## config.mk

```make
export PLATFORM = sky130hd
export DESIGN_NAME = code_run_logger
export DESIGN_NICKNAME = d
export VERILOG_FILES = /design/src/rtl/code_run_logger.sv
export SDC_FILE = /design/constraint.sdc
export NUM_CORES = 1
export LEC_CHECK = 0
export ABC_AREA = 1
export BUFFER_PORTS_ARGS = -buffer_cell sky130_fd_sc_hd__buf_2
export CORE_AREA = 5 5 86 88
export CTS_CLUSTER_SIZE = 8
export DETAILED_ROUTE_END_ITERATION = 12
export DIE_AREA = 0 0 91 93
export PLACE_DENSITY = 0.9
export SETUP_SLACK_MARGIN = 0.1
export SYNTH_ARGS = -nofsm -noshare
export SYNTH_HDL_FRONTEND = slang
export SYNTH_SLANG_ARGS = --single-unit
```

## constraint.sdc

```tcl
create_clock -name CLK -period 3.5 [get_ports CLK]
set_input_delay 0.175 -clock CLK [delete_from_list [all_inputs] [get_ports CLK]]
set_output_delay 0.175 -clock CLK [all_outputs]
set_load 0.01 [all_outputs]
```

## src/rtl/code_run_logger.sv

```systemverilog
`default_nettype none
// ============================================================================
// Module   : code_run_logger
// Purpose  : Run-length logger for an 8-bit state code. Each completed run is
//            queued as a {code, dwell} record in a show-ahead FIFO.
// Option   : CODE_RUN_LOGGER_DROP_CNT_EN adds a saturating DROP_CNT output.
// Revision : 1.0 - initial release
// ============================================================================
module code_run_logger #(
  parameter int DEPTH = 4,
  parameter int CNT_W = 8
) (
  input  logic                       CLK,
  input  logic                       RST_N,
  input  logic [7:0]                 CODE,
  input  logic                       EN,
  output logic                       EV_VALID,
  input  logic                       EV_READY,
  output logic [7:0]                 EV_CODE,
  output logic [CNT_W-1:0]           EV_DWELL,
  output logic [$clog2(DEPTH):0]     LEVEL,
  output logic                       DROP,
  output logic                       OVF
`ifdef CODE_RUN_LOGGER_DROP_CNT_EN
  ,
  output logic [7:0]                 DROP_CNT
`endif
);

  localparam int c_AW = $clog2(DEPTH);
  localparam int c_LW = c_AW + 1;
  localparam int c_RW = 8 + CNT_W;

  typedef enum logic [0:0] {
    S_IDLE = 1'b0,
    S_RUN  = 1'b1
  } state_t;

  state_t            r_state, w_state_nx;
  logic [7:0]        r_last_code, w_last_nx;
  logic [CNT_W-1:0]  r_dwell, w_dwell_nx;
  logic              w_push;

  logic [c_RW-1:0]   r_mem [DEPTH];
  logic [c_AW-1:0]   r_wr_ptr, r_rd_ptr;
  logic [c_LW-1:0]   r_level;
  logic              r_drop, r_ovf;
  logic              w_full, w_pop, w_wr_en, w_drop;
  logic [c_RW-1:0]   w_head;

  always_ff @(posedge CLK or negedge RST_N) begin
    if (!RST_N) begin
      r_state     <= S_IDLE;
      r_last_code <= 8'h00;
      r_dwell     <= '0;
    end else begin
      r_state     <= w_state_nx;
      r_last_code <= w_last_nx;
      r_dwell     <= w_dwell_nx;
    end
  end

  always_comb begin
    w_state_nx = r_state;
    w_last_nx  = r_last_code;
    w_dwell_nx = r_dwell;
    w_push     = 1'b0;
    if (EN) begin
      if (r_state == S_IDLE) begin
        w_state_nx = S_RUN;
        w_last_nx  = CODE;
        w_dwell_nx = CNT_W'(1);
      end else if (CODE == r_last_code) begin
        if (r_dwell != {CNT_W{1'b1}}) w_dwell_nx = r_dwell + CNT_W'(1);
      end else begin
        w_push     = 1'b1;
        w_last_nx  = CODE;
        w_dwell_nx = CNT_W'(1);
      end
    end
  end

  // A pop frees the slot the same-cycle push lands in, so full+pop never drops.
  assign w_full  = (r_level == c_LW'(DEPTH));
  assign w_pop   = EV_VALID && EV_READY;
  assign w_wr_en = w_push && (!w_full || w_pop);
  assign w_drop  = w_push && w_full && !w_pop;

  always_ff @(posedge CLK) begin
    if (w_wr_en) r_mem[r_wr_ptr] <= {r_last_code, r_dwell};
  end

  always_ff @(posedge CLK or negedge RST_N) begin
    if (!RST_N) begin
      r_wr_ptr <= '0;
      r_rd_ptr <= '0;
      r_level  <= '0;
      r_drop   <= 1'b0;
      r_ovf    <= 1'b0;
    end else begin
      if (w_wr_en) r_wr_ptr <= r_wr_ptr + c_AW'(1);
      if (w_pop)   r_rd_ptr <= r_rd_ptr + c_AW'(1);
      case ({w_wr_en, w_pop})
        2'b10:   r_level <= r_level + c_LW'(1);
        2'b01:   r_level <= r_level - c_LW'(1);
        default: r_level <= r_level;
      endcase
      r_drop <= w_drop;
      if (w_drop) r_ovf <= 1'b1;
    end
  end

`ifdef CODE_RUN_LOGGER_DROP_CNT_EN
  logic [7:0] r_drop_cnt;

  always_ff @(posedge CLK or negedge RST_N) begin
    if (!RST_N) begin
      r_drop_cnt <= 8'h00;
    end else if (w_drop && (r_drop_cnt != 8'hff)) begin
      r_drop_cnt <= r_drop_cnt + 8'h01;
    end
  end

  assign DROP_CNT = r_drop_cnt;
`endif

  // Head fields are masked so an empty FIFO presents zeros.
  assign w_head   = EV_VALID ? r_mem[r_rd_ptr] : '0;
  assign EV_VALID = (r_level != '0);
  assign EV_CODE  = w_head[c_RW-1:CNT_W];
  assign EV_DWELL = w_head[CNT_W-1:0];
  assign LEVEL    = r_level;
  assign DROP     = r_drop;
  assign OVF      = r_ovf;

endmodule
`default_nettype wire
```

==> results of run 1 <==
Yosys cell counts (all sizes together):
library cell  instances  area share, %
ha                    6            1.8
xor2                  5            1.1
edfxtp               64             47
clkbuf                5           0.46
a21oi                17            2.1
o21ai                43            5.5
clkinv                3           0.28
or2                   1           0.15
nor3                  1           0.12
xnor2                 4           0.86
inv                  39            3.6
buf                   9            1.5
nand2                74            7.1
dfrtp                26             16
fa                    1           0.49
nand3                24            3.3
nand3b                1           0.18
nor2                 90            8.5
power by group:
| part | switching [mW] | internal [mW] |
|---|---|---|
| clock network | 0.339 | 0.334 |
| logic | 0.739 | 0.415 |
| registers | 0.162 | 1.36 |
critical path: cells and delay by family (launching register included):
family,cells,cell delay [ns]
AND/OR/NAND/NOR,1,0.25
AO/OA/AOI/OAI,2,0.33
buffers and inverters,2,0.85
flip-flops,1,0.78
state kept, by name, summed over array words and instances, names as in the netlist, 2 cells and up:
register / flops
r_wr_ptr: 2
LEVEL: 3
r_rd_ptr: 2
r_mem: 64
r_last_code: 8
r_dwell: 8
layout make-up:
| cell class | count | area [um2] | area share (%) |
|---|---|---|---|
| sequential | 90 | 2570 | 57.2 |
| inverter | 42 | 158 | 3.50 |
| timing repair buffer | 40 | 220 | 4.89 |
| clock buffer | 14 | 143 | 3.17 |
| multi-input combinational | 267 | 1270 | 28.2 |
| tap | 80 | 100 | 2.22 |
| clock inverter | 2 | 38.8 | 0.862 |
logic make-up after synthesis:
group | Yosys count | synth area share [%]
and+or+nand+nor | 191 | 19.3
DFF | 90 | 63.0
AOI/OAI and AO/OA | 60 | 7.54
buffers and inverters | 56 | 5.86
xor gates and xnor gates | 9 | 1.93
adders and majority gates | 7 | 2.33
timing repair:
item | CTS | global route
endpoints found under the hold margin | 26 | 0
buffers inserted | 0 | 0
endpoints found under the setup margin | 0 | 0
hold buffers | 1 | 0
routing by layer:
metal | vias to the layer above | part of all wire, % | wire, um | GRT usage [%]
met2 | 122 | 52 | 4480 | 38.5
li1 | 1420 | - | - | -
met1 | 1384 | 39 | 3340 | 26.2
met4 | 0 | 2.9 | 253 | 10.8
met3 | 25 | 6.3 | 541 | 3.14
met5 | - | 0 | 0 | 0
how the worst max path moves through the flow:
stage | from | end | slack, ns
global placement | r_last_code[7]$_DFFE_PN0P_ | LEVEL[2]$_DFFE_PN0P_ | 1.19
finish | r_rd_ptr[1]$_DFFE_PN0P_ | EV_CODE[7] | 0.78
floorplan | r_last_code[4]$_DFFE_PN0P_ | LEVEL[2]$_DFFE_PN0P_ | 1.33
global route | r_rd_ptr[1]$_DFFE_PN0P_ | EV_CODE[7] | 0.51
CTS | r_rd_ptr[1]$_DFFE_PN0P_ | EV_CODE[7] | 0.79
detailed placement | r_last_code[4]$_DFFE_PN0P_ | LEVEL[2]$_DFFE_PN0P_ | 1.04
==> impl_metrics.env, run 1 <==
export IMPL_status="finished clean"
export IMPL_cts_tree="built"
export IMPL_stdcell_count=535
export IMPL_grt_overflow=0
export IMPL_synth_distinct_cells=29
export IMPL_clk_latency_ns=0.35
export IMPL_min_from="CODE[2]"
export IMPL_postLayoutCoreUtil_pct=68.5
export IMPL_clk_pin_slew_worst_paths_ns=0.08
export IMPL_syn_area_per_cell_um2=9.88
export IMPL_cp_max_fo=17
export IMPL_area_delta_synth_final_pct=10.3
export IMPL_cts_root_buf="clkbuf_8"
export IMPL_power_leakage_nw=1.90
export IMPL_antenna_found_initial=0
export IMPL_drcViolationCount=0
export IMPL_critPathMaxStageDelay_ns=0.78
export IMPL_rsz0062_at_grt="no"
export IMPL_avgViaCountPerCell=5.52
export IMPL_hold_viol=0
export IMPL_tightest_slew_ns=0.681
export IMPL_syn_area_mm2=0.00408
export IMPL_worstSetupPathType="reg -> out"
export IMPL_rr_startpoint="r_last_code[6]$_DFFE_PN0P_"
export IMPL_start_util_pct=62.1
export IMPL_floorplan_rows=30
export IMPL_fillers=439
export IMPL_powerDensity_mw_per_mm2=743
export IMPL_max_cap_viol_count=0
export IMPL_crit_chain="clkinv_1 -> nor2_1 -> o21ai_0 -> a21oi_1 -> buf_2"
export IMPL_hold_depth=3
export IMPL_syn_instance_count=413
export IMPL_nNetsFinal=469
export IMPL_worst_setup_path_end_kind="primary output"
export IMPL_place_congestion=0.769
export IMPL_cp_start_kind="register"
export IMPL_relSlewSlack_pct=54.6
export IMPL_hold_end="r_last_code[2]$_DFFE_PN0P_"
export IMPL_syn_num_nets=432
export IMPL_critPathRequiredTime_ns=3.32
export IMPL_dpl_cell_area_mm2=0.00431
export IMPL_vias=2951
export IMPL_grt_max_degree=33
export IMPL_n_antenna_cell=0
export IMPL_clock_fmax_mhz=368
export IMPL_clk_path_buf_depth=2
export IMPL_grt_pass1_wl_um=14400
export IMPL_cts_buffers=9
export IMPL_grtUsageTotal_pct=21.8
export IMPL_dp_cells=518
export IMPL_fin_crit_sh_pct=77.7
export IMPL_cts_htree_levels=3
export IMPL_numPortBuffers=33
export IMPL_first_iter_violations=295
export IMPL_setup_viol=0
export IMPL_final_area_mm2=0.00450
export IMPL_hold_class="in -> reg"
export IMPL_mostFrequentLayoutCells="nor2_1 (88), nand2_1 (72), edfxtp_1 (64), o21ai_0 (41), inv_1 (36)"
export IMPL_postRouteAntennaNets=0
export IMPL_placement_setup_worst_slack_ns=1.04
export IMPL_grt_pass1_vias=3024
export IMPL_setup_tns_ns=0
export IMPL_whs_ns=0.121
export IMPL_cp_arrival_ns=2.55
export IMPL_drive_gt1_share_pct=13.2
export IMPL_drt_pre_antenna_iters=5
export IMPL_dpl_hpwl_um=5570
export IMPL_rr_worst_depth=16
export IMPL_synth_seq_area_share_pct=63.0
export IMPL_core_mm2=0.00657
export IMPL_power_mw=3.34
export IMPL_ir_worst_vdd_v=0.000443
export IMPL_maxSlewViolCount=0
export IMPL_final_common_cell="nor2_1"
export IMPL_skew_ns=0.0148
export IMPL_routedWlPerCell_um=16.1
export IMPL_setup_slack_ns=0.779
export IMPL_period_needed_ns=2.72
export IMPL_ys_seq_elements=90
export IMPL_cts_repair_resized=0
export IMPL_cp_slowest_cell="dfrtp_1"
export IMPL_die_y_um=93
export IMPL_routed_wl_um=8610
export IMPL_yosysWarnings=0
export IMPL_ios=34
export IMPL_cts_sinks=90
export IMPL_reg2reg_to="LEVEL[2]$_DFFE_PN0P_"
export IMPL_die_area_mm2=0.00846
export IMPL_reg2reg_slack_ns=0.96
export IMPL_die_w_um=91
Note: power is estimated with default switching activity, not from simulation.
==> inputs of run 2 (changes only) <==
ABC_AREA = 0   (was 1)
CORE_AREA = 5 5 87 89   (was 5 5 86 88)
DIE_AREA = 0 0 92 94   (was 0 0 91 93)
PLACE_DENSITY = 0.84   (was 0.9)
clock period = 2.85 ns   (was 3.5 ns; I/O delays follow)
==> run 2 against run 1 <==
Effect of this change:
- sequential share of layout area grew 3.1 points
- clock skew shrank 0.0027 ns
- clock power grew 26%
==> impl_metrics.env, run 2 <==
export IMPL_status="finished clean"
export IMPL_hold_viol=0
export IMPL_synth_area_top_cells="edfxtp_1 (51%), dfrtp_1 (17%), mux4_2 (9.5%)"
export IMPL_clk_latency_ns=0.35
export IMPL_wl_met1_um=2650
export IMPL_crit_start="r_last_code[0]$_DFFE_PN0P_"
export IMPL_ys_top_cells_by_count="edfxtp_1 (64), dfrtp_1 (26), and2_1 (17)"
export IMPL_fin_crit_sh_pct=88.0
export IMPL_power_leakage_nw=1.59
export IMPL_synth_ff_type="edfxtp_1"
export IMPL_floorplan_rows=30
export IMPL_relSlewSlack_pct=44.6
export IMPL_cp_start_kind="register"
export IMPL_dpl_hpwl_um=4220
export IMPL_syn_num_nets=243
export IMPL_synthMuxAreaShare_pct=13.3
export IMPL_die_y_um=94
export IMPL_top_regs="r_mem x64, r_dwell x8, r_last_code x8"
export IMPL_dr_max_layer_used="met4"
export IMPL_cts_tree="built"
export IMPL_maxSlewViolCount=0
export IMPL_die_area_mm2=0.00865
export IMPL_ios=34
export IMPL_drcViolationCount=0
export IMPL_ir_worst_vdd_v=0.000707
export IMPL_numPortBuffers=33
export IMPL_synth_seq_area_share_pct=68.0
export IMPL_dpl_cell_area_mm2=0.00405
export IMPL_rsz0062_at_grt="no"
export IMPL_reg2reg_slack_ns=0.34
export IMPL_routed_wl_um=6440
export IMPL_area_delta_synth_final_pct=12.8
export IMPL_synth_simple_area_share_pct=7.01
export IMPL_hold_class="in -> reg"
export IMPL_wl_met3_um=311
export IMPL_antenna_found_initial=0
export IMPL_routedWlPerCell_um=18.3
export IMPL_fillers=476
export IMPL_cp_max_fo=7
export IMPL_synth_top_family_by_area="multiplexers"
export IMPL_grt_max_degree=27
export IMPL_synth_top_cell_area_share_pct=50.8
export IMPL_synth_edf_count=64
export IMPL_synth_distinct_cells=39
export IMPL_die_w_um=92
export IMPL_syn_instance_count=224
export IMPL_yosysTopAreaCell="edfxtp_1"
export IMPL_clk_pin_slew_worst_paths_ns=0.08
export IMPL_place_congestion=0.900
export IMPL_skew_ns=0.0121
export IMPL_mostFrequentLayoutCells="edfxtp_1 (64), buf_2 (33), dfrtp_1 (26), and2_1 (17), mux4_2 (16)"
export IMPL_multi_input_area_mm2=0.00113
export IMPL_seq_area_mm2=0.00257
export IMPL_synthAdderAreaFrac_pct=2.51
export IMPL_n_antenna_cell=0
export IMPL_avgViaCountPerCell=5.62
export IMPL_final_area_mm2=0.00427
export IMPL_grtUsageTotal_pct=17.0
export IMPL_syn_area_mm2=0.00378
export IMPL_period_needed_ns=2.51
export IMPL_worst_setup_path_end_kind="register"
export IMPL_max_cap_viol_count=0
export IMPL_drive_gt1_share_pct=30.1
export IMPL_setup_tns_ns=0
export IMPL_synthXorXnorAreaFrac_pct=3.24
export IMPL_syn_area_per_cell_um2=16.9
export IMPL_rr_startpoint="r_last_code[0]$_DFFE_PN0P_"
export IMPL_cts_htree_levels=3
export IMPL_cts_sinks=90
export IMPL_synth_compound_area_share_pct=3.64
export IMPL_reg2reg_to="LEVEL[2]$_DFFE_PN0P_"
export IMPL_rr_worst_depth=9
export IMPL_cts_root_buf="clkbuf_8"
export IMPL_worstSetupPathType="reg -> reg"
export IMPL_core_mm2=0.00668
export IMPL_crit_end="LEVEL[2]$_DFFE_PN0P_"
export IMPL_critPathRequiredTime_ns=3.12
export IMPL_grt_pass1_wl_um=11000
export IMPL_routed_wl_met2_um=3360
export IMPL_start_util_pct=56.6
export IMPL_clk_path_buf_depth=2
export IMPL_cts_buffers=9
export IMPL_postRouteAntennaNets=0
export IMPL_final_common_cell="edfxtp_1"
export IMPL_largest_register="r_mem"
export IMPL_grt_overflow=0
export IMPL_nNetsFinal=286
export IMPL_ys_seq_elements=90
export IMPL_first_iter_violations=119
export IMPL_drt_pre_antenna_iters=4
export IMPL_clock_fmax_mhz=399
export IMPL_largest_register_ffs=64
export IMPL_yosysMostFrequentCell="edfxtp_1"
export IMPL_grt_pass1_vias=2139
export IMPL_cp_arrival_ns=2.78
export IMPL_setup_viol=0
export IMPL_yosysWarnings=0
export IMPL_async_flop_share_pct=28.9
export IMPL_tightest_slew_ns=0.831
export IMPL_powerDensity_mw_per_mm2=918
export IMPL_vias=1977
==> run 2: changes by cell type in the layout (fill, tap and decap cells not counted), moves of 6 or more <==
| cell | previous run | this run |
|---|---|---|
| a21oi_1 | 17 | 1 |
| and2_1 | 0 | 17 |
| inv_1 | 36 | 12 |
| mux2_4 | 0 | 6 |
| mux4_2 | 0 | 16 |
| nand2_1 | 72 | 7 |
| nand3_1 | 23 | 3 |
| nor2_1 | 88 | 10 |
| o21ai_0 | 41 | 2 |
| xnor2_1 | 4 | 11 |
==> run 2: routing by layer <==
layer | vias up | global-route usage [%]
met5 | - | 0
met4 | 0 | 8.29
met3 | 10 | 3.61
met2 | 47 | 28.0
met1 | 995 | 21.6
li1 | 925 | -
==> run 2: worst min-delay path by stage <==
stage / startpoint / to / cells after the start / slack [ns]
after floorplan: RST_N / DROP$_DFF_PN0_ / 0 / -0.15
after global placement: RST_N / r_last_code[1]$_DFFE_PN0P_ / 1 / 0.18
after CTS: CODE[1] / r_last_code[1]$_DFFE_PN0P_ / 2 / 0.03
after detailed placement: RST_N / r_last_code[1]$_DFFE_PN0P_ / 1 / 0.18
after global routing: CODE[1] / r_last_code[1]$_DFFE_PN0P_ / 2 / 0.04
final: CODE[1] / r_last_code[1]$_DFFE_PN0P_ / 2 / 0.05
==> run 2: logic make-up (layout without fill, tap and decap cells) <==
logic type | after synthesis | in the layout
buffers and inverters | 20 | 68
AOI/OAI and AO/OA | 17 | 17
and+or+nand+nor | 49 | 49
DFF | 90 | 90
muxes | 27 | 27
adders and majority gates | 7 | 7
xor gates and xnor gates | 14 | 14
==> run 2: cell type report <==
| type | count | area share (%) |
|---|---|---|
| Clock buffer | 13 | 3.72 |
| Clock inverter | 3 | 0.938 |
| Inverter | 12 | 1.06 |
| Multi-Input combinational cell | 114 | 26.5 |
| Sequential cell | 90 | 60.3 |
| Tap cell | 80 | 2.34 |
| Timing Repair Buffer | 40 | 5.16 |
==> run 2: what timing repair did <==
action	4_1_cts	5_1_grt
setup buffers	0	0
endpoints found under the hold margin	26	0
hold buffers	1	0
resized for setup	0	1
endpoints found under the setup margin	0	1
==> run 2: metrics by stage <==
step | setup WS (ns) | hold slack [ns] | util [%] | cells | total power [mW]
final | 0.342 | 0.0496 | 63.9 | 352 | 3.92
after global routing | 0.120 | 0.0361 | 63.9 | 352 | 4.17
after CTS | 0.324 | 0.0306 | 63.8 | 352 | 3.97
after detailed placement | 0.343 | 0.185 | 60.7 | 335 | 3.12
after global placement | 0.459 | 0.180 | 60.7 | 335 | 3.08
after floorplan | 0.681 | -0.153 | - | 224 | 2.68
==> run 2: power breakdown <==
group	leakage (nW)	switching (mW)	internal (mW)
Clock	0.103	0.395	0.451
Combinational	0.590	0.591	0.629
Sequential	0.900	0.175	1.68
==> run 2: worst max-delay path: stages, from the launching register on <==
cell and delay, ns:
dfrtp_1 0.44, xnor2_1 0.19, nand4_1 0.34, o21ai_4 0.36, ha_1 0.23, inv_1 0.06
fa_1 0.37, xor2_1 0.15, nor2_1 0.13, xor2_1 0.16
